**src/rtl/mul_add_pkg.sv**
```systemverilog
// Shared types and default sizing for the multiply-add / accumulate pipeline.
package mul_add_pkg;

    localparam int DEF_WIDTH     = 8;
    localparam int DEF_OUT_WIDTH = 16;
    localparam int DEF_ACC_LEN   = 4;

    // Per-beat operation selector, carried down the pipe alongside the data
    typedef enum logic {
        MODE_MADD = 1'b0,
        MODE_ACC  = 1'b1
    } mode_t;

    // Accumulation frame tracker living in stage 2
    typedef enum logic {
        IDLE  = 1'b0,
        ACCUM = 1'b1
    } acc_state_t;

endpackage

```
**src/rtl/mul_add_stage_reg.sv**
```systemverilog
// Generic pipeline stage: data word plus valid flag, loaded when enabled,
// cleared by synchronous active-low reset.
module mul_add_stage_reg #(
    parameter int W = 8
) (
    input  logic         clk,
    input  logic         rst_n,
    input  logic         en,
    input  logic [W-1:0] d,
    input  logic         d_valid,
    output logic [W-1:0] q,
    output logic         q_valid
);

    // Capture data and valid together so a held stage never splits them
    always_ff @(posedge clk) begin
        if (!rst_n) begin
            q       <= '0;
            q_valid <= 1'b0;
        end else if (en) begin
            q       <= d;
            q_valid <= d_valid;
        end
    end

endmodule

```
**src/rtl/mul_add_pipe.sv**
```systemverilog
// Three-stage unsigned multiply-add / multiply-accumulate pipeline.
// Stage 1 registers A*B, C and mode; stage 2 forms the sum or runs the
// accumulation frame; stage 3 is the output register.
// Optional macro MUL_ADD_SAT_EN: clamp overflowing results to all-ones and
// flag out_sat; without it results wrap and out_sat is held at 0.
module mul_add_pipe
    import mul_add_pkg::*;
#(
    parameter int WIDTH     = DEF_WIDTH,
    parameter int OUT_WIDTH = DEF_OUT_WIDTH,
    parameter int ACC_LEN   = DEF_ACC_LEN
) (
    input  logic                 clk,
    input  logic                 rst_n,
    input  logic [WIDTH-1:0]     A,
    input  logic [WIDTH-1:0]     B,
    input  logic [WIDTH-1:0]     C,
    input  logic                 mode,
    input  logic                 in_valid,
    output logic                 in_ready,
    output logic [OUT_WIDTH-1:0] DATA_OUT,
    output logic                 out_valid,
    input  logic                 out_ready,
    output logic                 out_last,
    output logic                 out_sat
);

    localparam int PROD_W = 2 * WIDTH;
    // One bit above the wider of product and result so overflow is visible
    localparam int EXT_W  = ((PROD_W > OUT_WIDTH) ? PROD_W : OUT_WIDTH) + 1;
    localparam int CNT_W  = $clog2(ACC_LEN);
    localparam int S1_W   = 1 + WIDTH + PROD_W;
    localparam int S3_W   = OUT_WIDTH + 2;

`ifdef MUL_ADD_SAT_EN
    localparam bit SAT_EN = 1'b1;
`else
    localparam bit SAT_EN = 1'b0;
`endif

    localparam logic [CNT_W-1:0] CNT_LAST = CNT_W'(ACC_LEN - 1);

    logic                 advance;
    logic [PROD_W-1:0]    product;
    logic [S1_W-1:0]      s1_d;
    logic [S1_W-1:0]      s1_q;
    logic                 s1_valid;
    logic [PROD_W-1:0]    s1_prod;
    logic [WIDTH-1:0]     s1_c;
    mode_t                s1_mode;

    acc_state_t           state, state_n;
    logic [OUT_WIDTH-1:0] acc, acc_n;
    logic                 acc_sat, acc_sat_n;
    logic [CNT_W-1:0]     cnt, cnt_n;

    logic                 s2_valid, s2_valid_n;
    logic [OUT_WIDTH-1:0] s2_data, s2_data_n;
    logic                 s2_last, s2_last_n;
    logic                 s2_sat, s2_sat_n;

    logic [EXT_W-1:0]     madd_sum;
    logic                 madd_ovf;
    logic [OUT_WIDTH-1:0] madd_val;
    logic [EXT_W-1:0]     acc_sum;
    logic                 acc_sat_val;
    logic [OUT_WIDTH-1:0] acc_val;

    logic [S3_W-1:0]      s3_d;
    logic [S3_W-1:0]      s3_q;

    // The whole pipe moves in lockstep; it only freezes when a result is stuck
    assign advance  = out_ready || !out_valid;
    assign in_ready = advance;

    assign product = PROD_W'(A) * PROD_W'(B);
    assign s1_d    = {mode, C, product};

    mul_add_stage_reg #(.W(S1_W)) u_stage1 (
        .clk     (clk),
        .rst_n   (rst_n),
        .en      (advance),
        .d       (s1_d),
        .d_valid (in_valid),
        .q       (s1_q),
        .q_valid (s1_valid)
    );

    assign s1_prod = s1_q[PROD_W-1:0];
    assign s1_c    = s1_q[PROD_W+WIDTH-1:PROD_W];
    assign s1_mode = mode_t'(s1_q[S1_W-1]);

    // Candidate results; overflow only matters when saturation is built in
    assign madd_sum    = EXT_W'(s1_prod) + EXT_W'(s1_c);
    assign madd_ovf    = SAT_EN && (|madd_sum[EXT_W-1:OUT_WIDTH]);
    assign madd_val    = madd_ovf ? '1 : madd_sum[OUT_WIDTH-1:0];
    assign acc_sum     = EXT_W'(acc) + EXT_W'(s1_prod);
    assign acc_sat_val = SAT_EN && (acc_sat || (|acc_sum[EXT_W-1:OUT_WIDTH]));
    assign acc_val     = acc_sat_val ? '1 : acc_sum[OUT_WIDTH-1:0];

    // Stage 2 next-state: MADD passes through and aborts any open frame,
    // ACC accumulates and emits only on the frame's final product
    always_comb begin
        state_n    = state;
        acc_n      = acc;
        acc_sat_n  = acc_sat;
        cnt_n      = cnt;
        s2_valid_n = s2_valid;
        s2_data_n  = s2_data;
        s2_last_n  = s2_last;
        s2_sat_n   = s2_sat;
        if (advance) begin
            s2_valid_n = 1'b0;
            if (s1_valid) begin
                if (s1_mode == MODE_MADD) begin
                    state_n    = IDLE;
                    acc_n      = '0;
                    acc_sat_n  = 1'b0;
                    cnt_n      = '0;
                    s2_valid_n = 1'b1;
                    s2_data_n  = madd_val;
                    s2_last_n  = 1'b0;
                    s2_sat_n   = madd_ovf;
                end else if (cnt == CNT_LAST) begin
                    state_n    = IDLE;
                    acc_n      = '0;
                    acc_sat_n  = 1'b0;
                    cnt_n      = '0;
                    s2_valid_n = 1'b1;
                    s2_data_n  = acc_val;
                    s2_last_n  = 1'b1;
                    s2_sat_n   = acc_sat_val;
                end else begin
                    state_n    = ACCUM;
                    acc_n      = acc_val;
                    acc_sat_n  = acc_sat_val;
                    cnt_n      = cnt + CNT_W'(1);
                end
            end
        end
    end

    // Stage 2 registers: frame state, running sum and the staged result
    always_ff @(posedge clk) begin
        if (!rst_n) begin
            state    <= IDLE;
            acc      <= '0;
            acc_sat  <= 1'b0;
            cnt      <= '0;
            s2_valid <= 1'b0;
            s2_data  <= '0;
            s2_last  <= 1'b0;
            s2_sat   <= 1'b0;
        end else begin
            state    <= state_n;
            acc      <= acc_n;
            acc_sat  <= acc_sat_n;
            cnt      <= cnt_n;
            s2_valid <= s2_valid_n;
            s2_data  <= s2_data_n;
            s2_last  <= s2_last_n;
            s2_sat   <= s2_sat_n;
        end
    end

    assign s3_d = {s2_data, s2_last, s2_sat};

    mul_add_stage_reg #(.W(S3_W)) u_stage3 (
        .clk     (clk),
        .rst_n   (rst_n),
        .en      (advance),
        .d       (s3_d),
        .d_valid (s2_valid),
        .q       (s3_q),
        .q_valid (out_valid)
    );

    assign DATA_OUT = s3_q[S3_W-1:2];
    assign out_last = s3_q[1];
    assign out_sat  = SAT_EN ? s3_q[0] : 1'b0;

endmodule
```
**config.mk**
```make
export PLATFORM = sky130hd
export DESIGN_NAME = mul_add_pipe
export DESIGN_NICKNAME = d
export VERILOG_FILES = /design/src/rtl/mul_add_pkg.sv /design/src/rtl/mul_add_stage_reg.sv /design/src/rtl/mul_add_pipe.sv
export SDC_FILE = /design/constraint.sdc
export NUM_CORES = 1
export LEC_CHECK = 0
export CORE_UTILIZATION = 54
export DETAILED_ROUTE_END_ITERATION = 7
export HOLD_SLACK_MARGIN = 0.02
export PLACE_DENSITY = 0.75
export SLEW_MARGIN = 0
export SYNTH_ARGS = -nofsm -noshare
export SYNTH_HDL_FRONTEND = slang
export SYNTH_SLANG_ARGS = --single-unit
```
**constraint.sdc**
```tcl
create_clock -name clk -period 5.9 [get_ports clk]
set_input_delay 1.18 -clock clk [delete_from_list [all_inputs] [get_ports clk]]
set_output_delay 1.18 -clock clk [all_outputs]
set_load 0.005 [all_outputs]
```
### Word level (Yosys, flattened, before mapping)

Index checks and enable logic that the tools add are counted.

| operators by class | value |
|---|---|
| add/subtract/negate cells | 3 |
| multiply operators | 1 |
| eq/ne operators | 2 |
| muxes and demuxes | 13 |
| reductions and logical operators | 4 |

Operator list:

| kind | number |
|---|---|
| 16-bit two-way mux | 4 |
| 16-bit adder | 1 |
| 16-bit by 8-bit adder with 16-bit output | 1 |
| 8-bit by 8-bit multiplier with 16-bit output | 1 |
| 1-bit two-way mux | 7 |
| 2-bit two-way mux | 2 |
| 3-bit AND reduction | 1 |
| 2-bit by 1-bit adder with 2-bit output, second input constant | 1 |
| 2-bit equality test, second input constant | 1 |
| 2-bit inequality test, second input constant | 1 |
| 2-bit AND reduction | 1 |
| 1-bit logical NOT | 1 |
| 1-bit logical OR | 1 |

| word-level totals | value |
|---|---|
| register bits after elaboration | 82 |
| output and inout bits | 20 |

### Logic depth before layout (Yosys ltp)

Gate-level depths: netlist of run 1.

| depth | value |
|---|---|
| depth in word-level cells | 4 |
| gate-level depth with buffers | 17 |

### Hierarchy

Synthesis of run 1 repeated with hierarchy kept, for this count alone.

| unflattened totals | value |
|---|---|
| cell total of the unflattened synthesis | 717 |
| area total of the unflattened synthesis | 6429.9 µm² |

By module, submodules not included:

| module | times used | cells each | area an instance (µm²) | seq. area each (µm²) |
|---|---|---|---|---|
| mul_add_pipe | 1 | 574 | 4703.3 | 720.7 |
| mul_add_stage_reg at u_stage1 | 1 | 83 | 1002.2 | 520.5 |
| mul_add_stage_reg at u_stage3 | 1 | 60 | 724.4 | 380.4 |

### Least setup slack after synthesis of run 1

Ideal clock, no wire load.

| path | value |
|---|---|
| path type | input -> register |
| start point | input port A[5] |
| end point | register u_stage1.q[13] |
| arrival | 4.796 ns |
| slack | 0.972 ns |
| stages on the path | 15 |
| cells stage by stage | nand2_1 fa_1 fa_1 inv_1 fa_1 inv_1 fa_1 inv_1 ha_1 o21ai_0 a21oi_1 a221o_1 or3_2 nand3_1 a21oi_1 |

| between the ends | value |
|---|---|
| longest elaborated chain between the ends | 1 |

RTL lines:

| element | RTL line | source |
|---|---|---|
| start, declared | mul_add_pipe.sv:15 | `input logic [WIDTH-1:0] A,` |
| 8-bit by 8-bit multiplier with 16-bit output | mul_add_pipe.sv:76 | `assign product = PROD_W'(A) * PROD_W'(B);` |
| end signal, assigned | mul_add_stage_reg.sv:18 | `q <= '0;` |
| end signal, assigned | mul_add_stage_reg.sv:21 | `q <= d;` |
| end, declared | mul_add_stage_reg.sv:11 | `output logic [W-1:0] q,` |

No other way between the ends.
A chain may end at the register's enable or synchronous reset.

### Final worst setup path of run 1

| path | value |
|---|---|
| start point | input port B[7] |
| end point | register u_stage1.q[13] |

| between the ends | value |
|---|---|
| longest elaborated chain between the ends | 1 |

RTL lines:

| element | RTL line | source |
|---|---|---|
| start, declared | mul_add_pipe.sv:16 | `input logic [WIDTH-1:0] B,` |
| 8-bit by 8-bit multiplier with 16-bit output | mul_add_pipe.sv:76 |  |

No other way between the ends.

==> Implementation_results.wiki, run 1 <==
{| class="wikitable"
! Metric !! Value
|-
| Remaining max-slew budget at the tightest pin || 0.343
|-
| Fraction of synthesis flops using an asynchronous set or reset pin || 0
|-
| Routed WL per cell || 16.9 um
|-
| Arrival time at the worst endpoint || 5710 ps
|-
| Number of antenna-violating nets in the routed design || 0
|-
| Number of buffers inserted for hold repair after clock tree synthesis || 0
|-
| Pin count of the biggest net entering global routing || 51
|-
| Height of the die || 109 um
|-
| Worst supply voltage drop on vdd || 0.226 mV
|-
| Die footprint || 11900 um^2
|-
| Crit-path slowest cell || sky130_fd_sc_hd__clkdlybuf4s50_1
|-
| Power after layout || 0.00206 W
|-
| Power density over cell area || 289 nW/um^2
|-
| Buffers added on ports || 47
|-
| Share of synthesized area occupied by flip-flops and latches || 0.258
|-
| Final layout net count || 925
|-
| Critical Path, Cell by Cell || clkdlybuf4s50_1, nand2_1, fa_1, fa_1, inv_1, fa_1, ha_1, ha_1, and2_4, a22o_1, o21a_1, a221o_1, or3_2, nand3_1, a21oi_1
|-
| Number of H-tree levels || 3
|-
| Area of the core region || 11000 um^2
|-
| Initial standard-cell utilization of the core || 0.564
|-
| Placer congestion estimate || 0.897
|-
| Maximum capacitance violations || 0
|-
| # fillers || 978
|-
| Type of element launching the critical path || primary input
|-
| Initial antenna violation count || 0
|-
| Maximum number of buffers from clock root to sink || 2
|-
| Die boundary width || 109 um
|-
| Number of global-route vias before repair || 5200
|-
| Flip-flop and latch area || 1600 um^2
|-
| Vias per cell || 5.80
|-
| Classification of the worst setup path || primary input to flop
|-
| Number of distinct library cell variants in the gate-level netlist after synthesis || 64
|-
| Hold Fails Final Rpt || 0
|-
| Fin crit period || 5500 ps
|-
| Clock tree from TritonCTS || built
|-
| Leading register cell type out of synthesis || sky130_fd_sc_hd__dfxtp_1
|-
| Netlist area before placement || 6220 um^2
|-
| Static leakage || 3.13 nW
|-
| Unrepaired setup endpoints after global routing || false
|-
| Number of diodes || 0
|-
| All-Layer GR Usage || 0.281
|-
| Worst clock skew || 5.81 ps
|-
| Number of vias in the routed layout || 5467
|-
| Total grt overflow || 0
|-
| Category of the worst setup path capture point || flop
|-
| DPL Wire Length || 12200 um
|-
| Number of rows in the core area || 38
|-
| Drt total wl || 15900 um
|-
| Max Slew Vio Count || 0
|-
| Avg Inst Size Synth || 8.18 um^2
|-
| # clock sinks || 80
|-
| Total Negative Setup Slacks || 0 ps
|-
| Top-Level Pins || 49
|-
| Net count after synthesis || 887
|-
| Result of the run || finished clean
|-
| Residual DRC count || 0
|-
| Root buf cell || sky130_fd_sc_hd__clkbuf_16
|-
| Clock slew at the register clock pins of the worst setup and hold paths || 60 ps
|-
| Number of synthesized register bits || 80
|-
| TritonCTS Buffers || 9
|-
| Top delay family on crit path || adder cells
|-
| Post-CTS Setup Bufs || 0
|-
| Clock latency reported for the late side of the worst-skew pair || 340 ps
|-
| Post-CTS resize count || 0
|-
| Yosys warning count || 0
|-
| Type of the tightest min-delay check || flop to flop
|-
| First DRT Iteration DRCs || 361
|-
| Required time of the worst setup path || 6110 ps
|-
| Number of enable flip-flop cells after synthesis || 0
|-
| Most Frequent Cell on Critical Path || sky130_fd_sc_hd__fa_1
|-
| Critical Path Max Stage Delay || 620 ps
|-
| Number of iterations in the first detailed-routing pass || 5
|-
| Finish-stage setup viols || 0
|-
| Worst Path Buf+Inv || 2
|-
| Largest fanout on the critical path || 8
|-
| Total instance count after detailed placement || 927
|-
| Area used by multi-input combinational logic || 4250 um^2
|-
| Layout cell share with drive strength beyond 1 || 0.0486
|-
| Post-route non-filler standard cell count || 943
|-
| Synthesis-to-finish area growth || 14.2%
|-
| Slew @ Worst Pin || 982 ps
|-
| Number of instances in the synthesized netlist || 760
|-
| Maximum operating frequency || 182 MHz
|-
| Fraction of the cycle the final worst path needs || 0.932
|-
| First-pass GRT wire length || 25600 um
|}
-- synth_stat cells (2+ instances only) --
| master | instances | area, um^2 |
|---|---|---|
| sky130_fd_sc_hd__nand2_1 | 121 | 454 |
| sky130_fd_sc_hd__dfxtp_1 | 80 | 1600 |
| sky130_fd_sc_hd__a21oi_1 | 68 | 340 |
| sky130_fd_sc_hd__inv_1 | 67 | 251 |
| sky130_fd_sc_hd__ha_1 | 60 | 751 |
| sky130_fd_sc_hd__and2_1 | 48 | 300 |
| sky130_fd_sc_hd__nor2_1 | 43 | 161 |
| sky130_fd_sc_hd__fa_1 | 38 | 761 |
| sky130_fd_sc_hd__o21ai_0 | 26 | 130 |
| sky130_fd_sc_hd__nand3_1 | 21 | 105 |
| sky130_fd_sc_hd__clkbuf_1 | 19 | 71.3 |
| sky130_fd_sc_hd__a22oi_1 | 16 | 120 |
| sky130_fd_sc_hd__xnor2_1 | 14 | 123 |
| sky130_fd_sc_hd__xor2_1 | 14 | 123 |
| sky130_fd_sc_hd__a21o_1 | 9 | 67.6 |
| sky130_fd_sc_hd__nor2b_1 | 8 | 50.1 |
| sky130_fd_sc_hd__nor3_1 | 8 | 40.0 |
| sky130_fd_sc_hd__a31oi_1 | 6 | 37.5 |
| sky130_fd_sc_hd__buf_1 | 6 | 22.5 |
| sky130_fd_sc_hd__nand4b_1 | 6 | 52.6 |
| sky130_fd_sc_hd__nand4_1 | 5 | 31.3 |
| sky130_fd_sc_hd__o21a_1 | 5 | 37.5 |
| sky130_fd_sc_hd__o21bai_1 | 5 | 37.5 |
| sky130_fd_sc_hd__o221ai_1 | 5 | 43.8 |
| sky130_fd_sc_hd__a211oi_1 | 4 | 30.0 |
| sky130_fd_sc_hd__and3_1 | 4 | 25.0 |
| sky130_fd_sc_hd__buf_2 | 4 | 20.0 |
| sky130_fd_sc_hd__mux2i_1 | 3 | 30.0 |
| sky130_fd_sc_hd__o211ai_1 | 3 | 22.5 |
| sky130_fd_sc_hd__o31ai_1 | 3 | 22.5 |
| sky130_fd_sc_hd__or3_1 | 3 | 18.8 |
| sky130_fd_sc_hd__a21boi_0 | 2 | 15.0 |
| sky130_fd_sc_hd__a221oi_1 | 2 | 17.5 |
| sky130_fd_sc_hd__a222oi_1 | 2 | 20.0 |
| sky130_fd_sc_hd__and3_2 | 2 | 15.0 |
| sky130_fd_sc_hd__nand2b_1 | 2 | 12.5 |
-- layout by cell type, fill, tap and decap left out, types with 3 or more instances in the layout --
master	netlist	layout
sky130_fd_sc_hd__nand2_1	121	121
sky130_fd_sc_hd__dfxtp_1	80	80
sky130_fd_sc_hd__a21oi_1	68	68
sky130_fd_sc_hd__inv_1	67	66
sky130_fd_sc_hd__ha_1	60	60
sky130_fd_sc_hd__and2_1	48	48
sky130_fd_sc_hd__clkdlybuf4s50_1	0	47
sky130_fd_sc_hd__nor2_1	43	43
sky130_fd_sc_hd__fa_1	38	38
sky130_fd_sc_hd__o21ai_0	26	26
sky130_fd_sc_hd__nand3_1	21	21
sky130_fd_sc_hd__a22oi_1	16	16
sky130_fd_sc_hd__xor2_1	14	14
sky130_fd_sc_hd__xnor2_1	14	14
sky130_fd_sc_hd__buf_4	1	10
sky130_fd_sc_hd__a21o_1	9	9
sky130_fd_sc_hd__clkbuf_16	0	9
sky130_fd_sc_hd__nor3_1	8	8
sky130_fd_sc_hd__nor2b_1	8	7
sky130_fd_sc_hd__a31oi_1	6	6
sky130_fd_sc_hd__nand4b_1	6	6
sky130_fd_sc_hd__nand4_1	5	5
sky130_fd_sc_hd__o21a_1	5	5
sky130_fd_sc_hd__o21bai_1	5	5
sky130_fd_sc_hd__o221ai_1	5	5
sky130_fd_sc_hd__a211oi_1	4	4
sky130_fd_sc_hd__and3_1	4	4
sky130_fd_sc_hd__or3_1	3	3
sky130_fd_sc_hd__o31ai_1	3	3
sky130_fd_sc_hd__mux2i_1	3	3
sky130_fd_sc_hd__o211ai_1	3	3
sky130_fd_sc_hd__clkinvlp_4	0	3
-- power by group --
part           internal, W  switching [W]
Sequential        0.000596      0.0000678
Clock             0.000295       0.000222
Combinational     0.000388       0.000486
-- kinds of logic (layout without fill, tap and decap cells) --
family | Yosys count | in the layout | share of synthesized area
buffers and inverters | 97 | 140 | 0.0600
flip-flops | 80 | 80 | 0.258
AND/OR/NAND/NOR | 280 | 280 | 0.215
adder cells (fa/ha/maj) | 98 | 98 | 0.243
other | 1 | 1 | 0.000603
XOR/XNOR | 28 | 28 | 0.0394
multiplexers | 3 | 3 | 0.00483
AO/OA/AOI/OAI | 173 | 173 | 0.180
-- layout make-up --
type	instances	share of cell area
clock inverter	5	0.00458
timing repair buffer	57	0.0768
tap	140	0.0247
inverter	67	0.0354
sequential	80	0.226
clock buffer	11	0.0342
multi-input combinational	583	0.599
-- flip-flops by register name (all words and copies together) (netlist names) --
signal            count
u_stage1.q           25
u_stage3.q           17
acc                  16
s2_data              16
cnt                   2
s2_last               1
s2_valid              1
u_stage1.q_valid      1
u_stage3.q_valid      1
-- stage by stage --
| step | area (um^2) | setup slack (ps) | util | hold slack (ps) |
|---|---|---|---|---|
| 3_3_place_gp | 6820 | 140 | 0.619 | 438 |
| 2_1_floorplan | 6220 | 972 | - | 432 |
| 6_report | 7100 | 402 | 0.644 | 452 |
| 5_1_grt | 7100 | 219 | 0.644 | 462 |
| 4_1_cts | 7100 | 421 | 0.644 | 455 |
| 3_5_place_dp | 6820 | 79.0 | 0.619 | 446 |
-- worst register-to-register path: cells and delay by family, from the launching register on --
| kind | cells | cell delay [ps] |
|---|---|---|
| buffers and inverters | 1 | 540 |
| and+or+nand+nor | 5 | 1740 |
| DFF | 1 | 310 |
| AOI/OAI and AO/OA | 2 | 300 |
-- worst paths after layout --
check,end,depth (start not counted),startpoint,slack [ps]
max,u_stage1.q[13]$_SDFFE_PN0N_,15,B[7],400
min,u_stage3.q[12]$_SDFFE_PN0N_,2,u_stage3.q[12]$_SDFFE_PN0N_,450
max reg2reg,s2_data[3]$_SDFFE_PN0P_,8,u_stage3.q_valid$_SDFFE_PN0N_,2950
min reg2reg,u_stage3.q[12]$_SDFFE_PN0N_,2,u_stage3.q[12]$_SDFFE_PN0N_,450
-- per-layer routing --
layer | vias up | track usage | share of wire
li1 | 2666 | - | -
met1 | 2622 | 0.387 | 0.48
met2 | 158 | 0.446 | 0.45
met3 | 21 | 0.0646 | 0.056
met4 | 0 | 0.0714 | 0.015
met5 | - | 0 | 0
(Power assumes the default switching activity.)
==> run 2: changes to the inputs <==
Settings changed: SETUP_SLACK_MARGIN set to 0.02.
==> results of run 2 <==
Final layout, timing and power as in run 1 (identical DEF).
==> run 3: changes to the inputs <==
Settings changed: CORE_UTILIZATION 54 to 60, PLACE_DENSITY 0.75 to 0.82.
==> run 3 against run 2 <==
  * Non-clock buffer count fell by 5
  * First-iteration DRC count increased by 7.2%
  * Setup slack lost 61 ps
  * Global-route usage grew 1.8 points
  * Core utilization rose by 6.2 points
  * Clock power is 11% lower
  * Maximum frequency fell by 1.1%
  * Flip-flop and latch count did not move
  * Via count grew 1.0%
  * Clock-buffer cell count fell by 1
  * Highest routed layer unchanged
==> Implementation_results.wiki, run 3 (synthesized netlist as in run 1, its figures left out) <==
{| class="wikitable"
! Metric !! Value
|-
| Root buf cell || sky130_fd_sc_hd__clkbuf_8
|-
| Unrepaired setup endpoints after global routing || false
|-
| Clock group share of total power || 0.233
|-
| Fraction of the cycle the final worst path needs || 0.942
|-
| Maximum operating frequency || 180 MHz
|-
| Largest regs || u_stage1.q x25, u_stage3.q x17
|-
| Number of antenna-violating nets in the routed design || 0
|-
| Most heavily used metal layer in global routing || met2
|-
| First DRT Iteration DRCs || 387
|-
| Type of element launching the critical path || primary input
|-
| Power density over cell area || 282 nW/um^2
|-
| Classification of the worst setup path || primary input to flop
|-
| Most frequent cells in the layout || sky130_fd_sc_hd__nand2_1 (121), sky130_fd_sc_hd__dfxtp_1 (80), sky130_fd_sc_hd__a21oi_1 (68)
|-
| Finish-stage setup viols || 0
|-
| Largest register FFs || 25
|-
| Worst R2R Path Depth || 8
|-
| # clock sinks || 80
|-
| Area of the core region || 9910 um^2
|-
| Number of rows in the core area || 36
|-
| # fillers || 802
|-
| Worst supply voltage drop on vdd || 0.189 mV
|-
| Number of iterations in the first detailed-routing pass || 4
|-
| Result of the run || finished clean
|-
| Total instance count after detailed placement || 915
|-
| Arrival time at the worst endpoint || 5760 ps
|-
| Post-CTS Setup Bufs || 0
|-
| Worst slack on hold paths || 456 ps
|-
| Comb power frac || 0.432
|-
| Leading cell type in the layout, fill and taps excluded || sky130_fd_sc_hd__nand2_1
|-
| Pin count of the biggest net entering global routing || 51
|-
| Buffers added on ports || 47
|-
| Number of vias in the routed layout || 5522
|-
| Die footprint || 10800 um^2
|-
| Required time of the worst setup path || 6100 ps
|-
| Total grt overflow || 0
|-
| Internal power summed over all cells || 0.00121 W
|-
| Number of global-route vias before repair || 5430
|-
| Met3 usage || 0.0661
|-
| Number of H-tree levels || 3
|-
| Vias per cell || 5.93
|-
| R2r endpoint || s2_data[3]$_SDFFE_PN0P_
|-
| Clock slew at the register clock pins of the worst setup and hold paths || 90 ps
|-
| End of the worst hold path || u_stage3.q[4]$_SDFFE_PN0N_
|-
| Type of the tightest min-delay check || flop to flop
|-
| Hold path startpoint || u_stage3.q[4]$_SDFFE_PN0N_
|-
| DPL Wire Length || 11800 um
|-
| First-pass GRT wire length || 26100 um
|-
| Power after layout || 0.00198 W
|-
| Remaining max-slew budget at the tightest pin || 0.215
|-
| Routed WL per cell || 16.5 um
|-
| TritonCTS Buffers || 9
|-
| Hold Fails Final Rpt || 0
|-
| Total Negative Setup Slacks || 0 ps
|-
| Fin crit period || 5560 ps
|-
| Number of buffers inserted for hold repair after clock tree synthesis || 0
|-
| Sequential share of power || 0.336
|-
| Synthesis-to-finish area growth || 12.5%
|-
| Number of diodes || 0
|-
| Post-route non-filler standard cell count || 931
|-
| Maximum number of buffers from clock root to sink || 2
|-
| Die boundary width || 104 um
|-
| Placer congestion estimate || 0.950
|-
| Clock latency reported for the late side of the worst-skew pair || 350 ps
|-
| Initial standard-cell utilization of the core || 0.627
|-
| Static leakage || 3.09 nW
|-
| NetSw || 0.000762 W
|-
| Height of the die || 104 um
|-
| Drt total wl || 15400 um
|-
| Category of the worst setup path capture point || flop
|-
| All-Layer GR Usage || 0.299
|-
| Residual DRC count || 0
|-
| Reg2Reg Launch Point || u_stage3.q_valid$_SDFFE_PN0N_
|-
| Share of the core filled with cells || 0.706
|-
| Max Slew Vio Count || 0
|-
| Met1 track utilization from global routing || 0.401
|-
| Net switching fraction of the power || 0.386
|-
| Slew @ Worst Pin || 1170 ps
|-
| Worst clock skew || 14.6 ps
|-
| Largest fanout on the critical path || 8
|-
| Clock tree from TritonCTS || built
|-
| Maximum capacitance violations || 0
|-
| Global-route met2 utilization || 0.482
|-
| Register bank with the most flops || u_stage1.q
|-
| Layout cell share with drive strength beyond 1 || 0.0426
|-
| Depth of the worst hold-timing path || 2
|-
| R2r setup slk || 3240 ps
|-
| Top-Level Pins || 49
|-
| Post-CTS resize count || 0
|-
| Final layout net count || 920
|-
| Initial antenna violation count || 0
|}
-- run 3: cell count changes in the layout (fill, tap and decap cells not counted), sizes merged --
| cell | before | now |
|---|---|---|
| clkinvlp | 3 | 1 |
| clkinv | 2 | 1 |
| inv | 67 | 69 |
| buf | 10 | 5 |
| clkbuf | 11 | 10 |
| bufinv | 0 | 2 |
-- run 3: power by group through the flow --
stage	Combinational (W)	Clock (W)	Sequential [W]
final	0.000853	0.000460	0.000663
after global routing	0.000957	0.000486	0.000670
after CTS	0.000847	0.000466	0.000662
after detailed placement	0.000841	0	0.000675
after global placement	0.000806	0	0.000673
after floorplan	0.000644	0	0.000646
-- run 3: layout make-up --
type                       instances  area (um^2)  share of cell area
multi-input combinational        583         4250               0.608
timing repair buffer              52          508              0.0726
inverter                          67          251              0.0360
sequential                        80         1600               0.229
clock inverter                     6         90.1              0.0129
tap                              133          166              0.0238
clock buffer                      10          128              0.0182
-- run 3: how the worst max path moves through the flow --
stage	start	to	slack, ps	depth (start not counted)
after floorplan	A[5]	u_stage1.q[13]$_SDFFE_PN0N_	970	15
after global placement	A[5]	u_stage1.q[13]$_SDFFE_PN0N_	110	16
after detailed placement	A[5]	u_stage1.q[13]$_SDFFE_PN0N_	-30	16
after CTS	A[5]	u_stage1.q[13]$_SDFFE_PN0N_	360	16
after global routing	A[5]	u_stage1.q[13]$_SDFFE_PN0N_	190	16
final	A[5]	u_stage1.q[13]$_SDFFE_PN0N_	340	16
-- run 3: per-layer routing --
metal  vias to the layer above  share of wire
met5                         -              0
met4                         0          0.024
met3                        29          0.061
met2                       162           0.45
met1                      2676           0.46
li1                       2655              -
-- run 3: metrics by stage --
stage	instance area [um^2]	setup WS [ps]
floorplan	6220	972
global placement	6780	114
detailed placement	6780	-28.4
CTS	7000	356
global route	7000	188
finish	7000	341
-- run 3: critical path, cell delays in order --
cell                              delay, ps
sky130_fd_sc_hd__clkdlybuf4s50_1        660
sky130_fd_sc_hd__nand2_1                130
sky130_fd_sc_hd__fa_1                   520
sky130_fd_sc_hd__fa_1                   550
sky130_fd_sc_hd__inv_1                   50
sky130_fd_sc_hd__fa_1                   470
sky130_fd_sc_hd__inv_1                   50
sky130_fd_sc_hd__fa_1                   480
sky130_fd_sc_hd__inv_1                   40
sky130_fd_sc_hd__ha_1                   330
sky130_fd_sc_hd__o21ai_0                210
sky130_fd_sc_hd__a21oi_1                100
sky130_fd_sc_hd__a221o_1                410
sky130_fd_sc_hd__or3_2                  410
sky130_fd_sc_hd__nand3_1                 90
sky130_fd_sc_hd__a21oi_1                 70
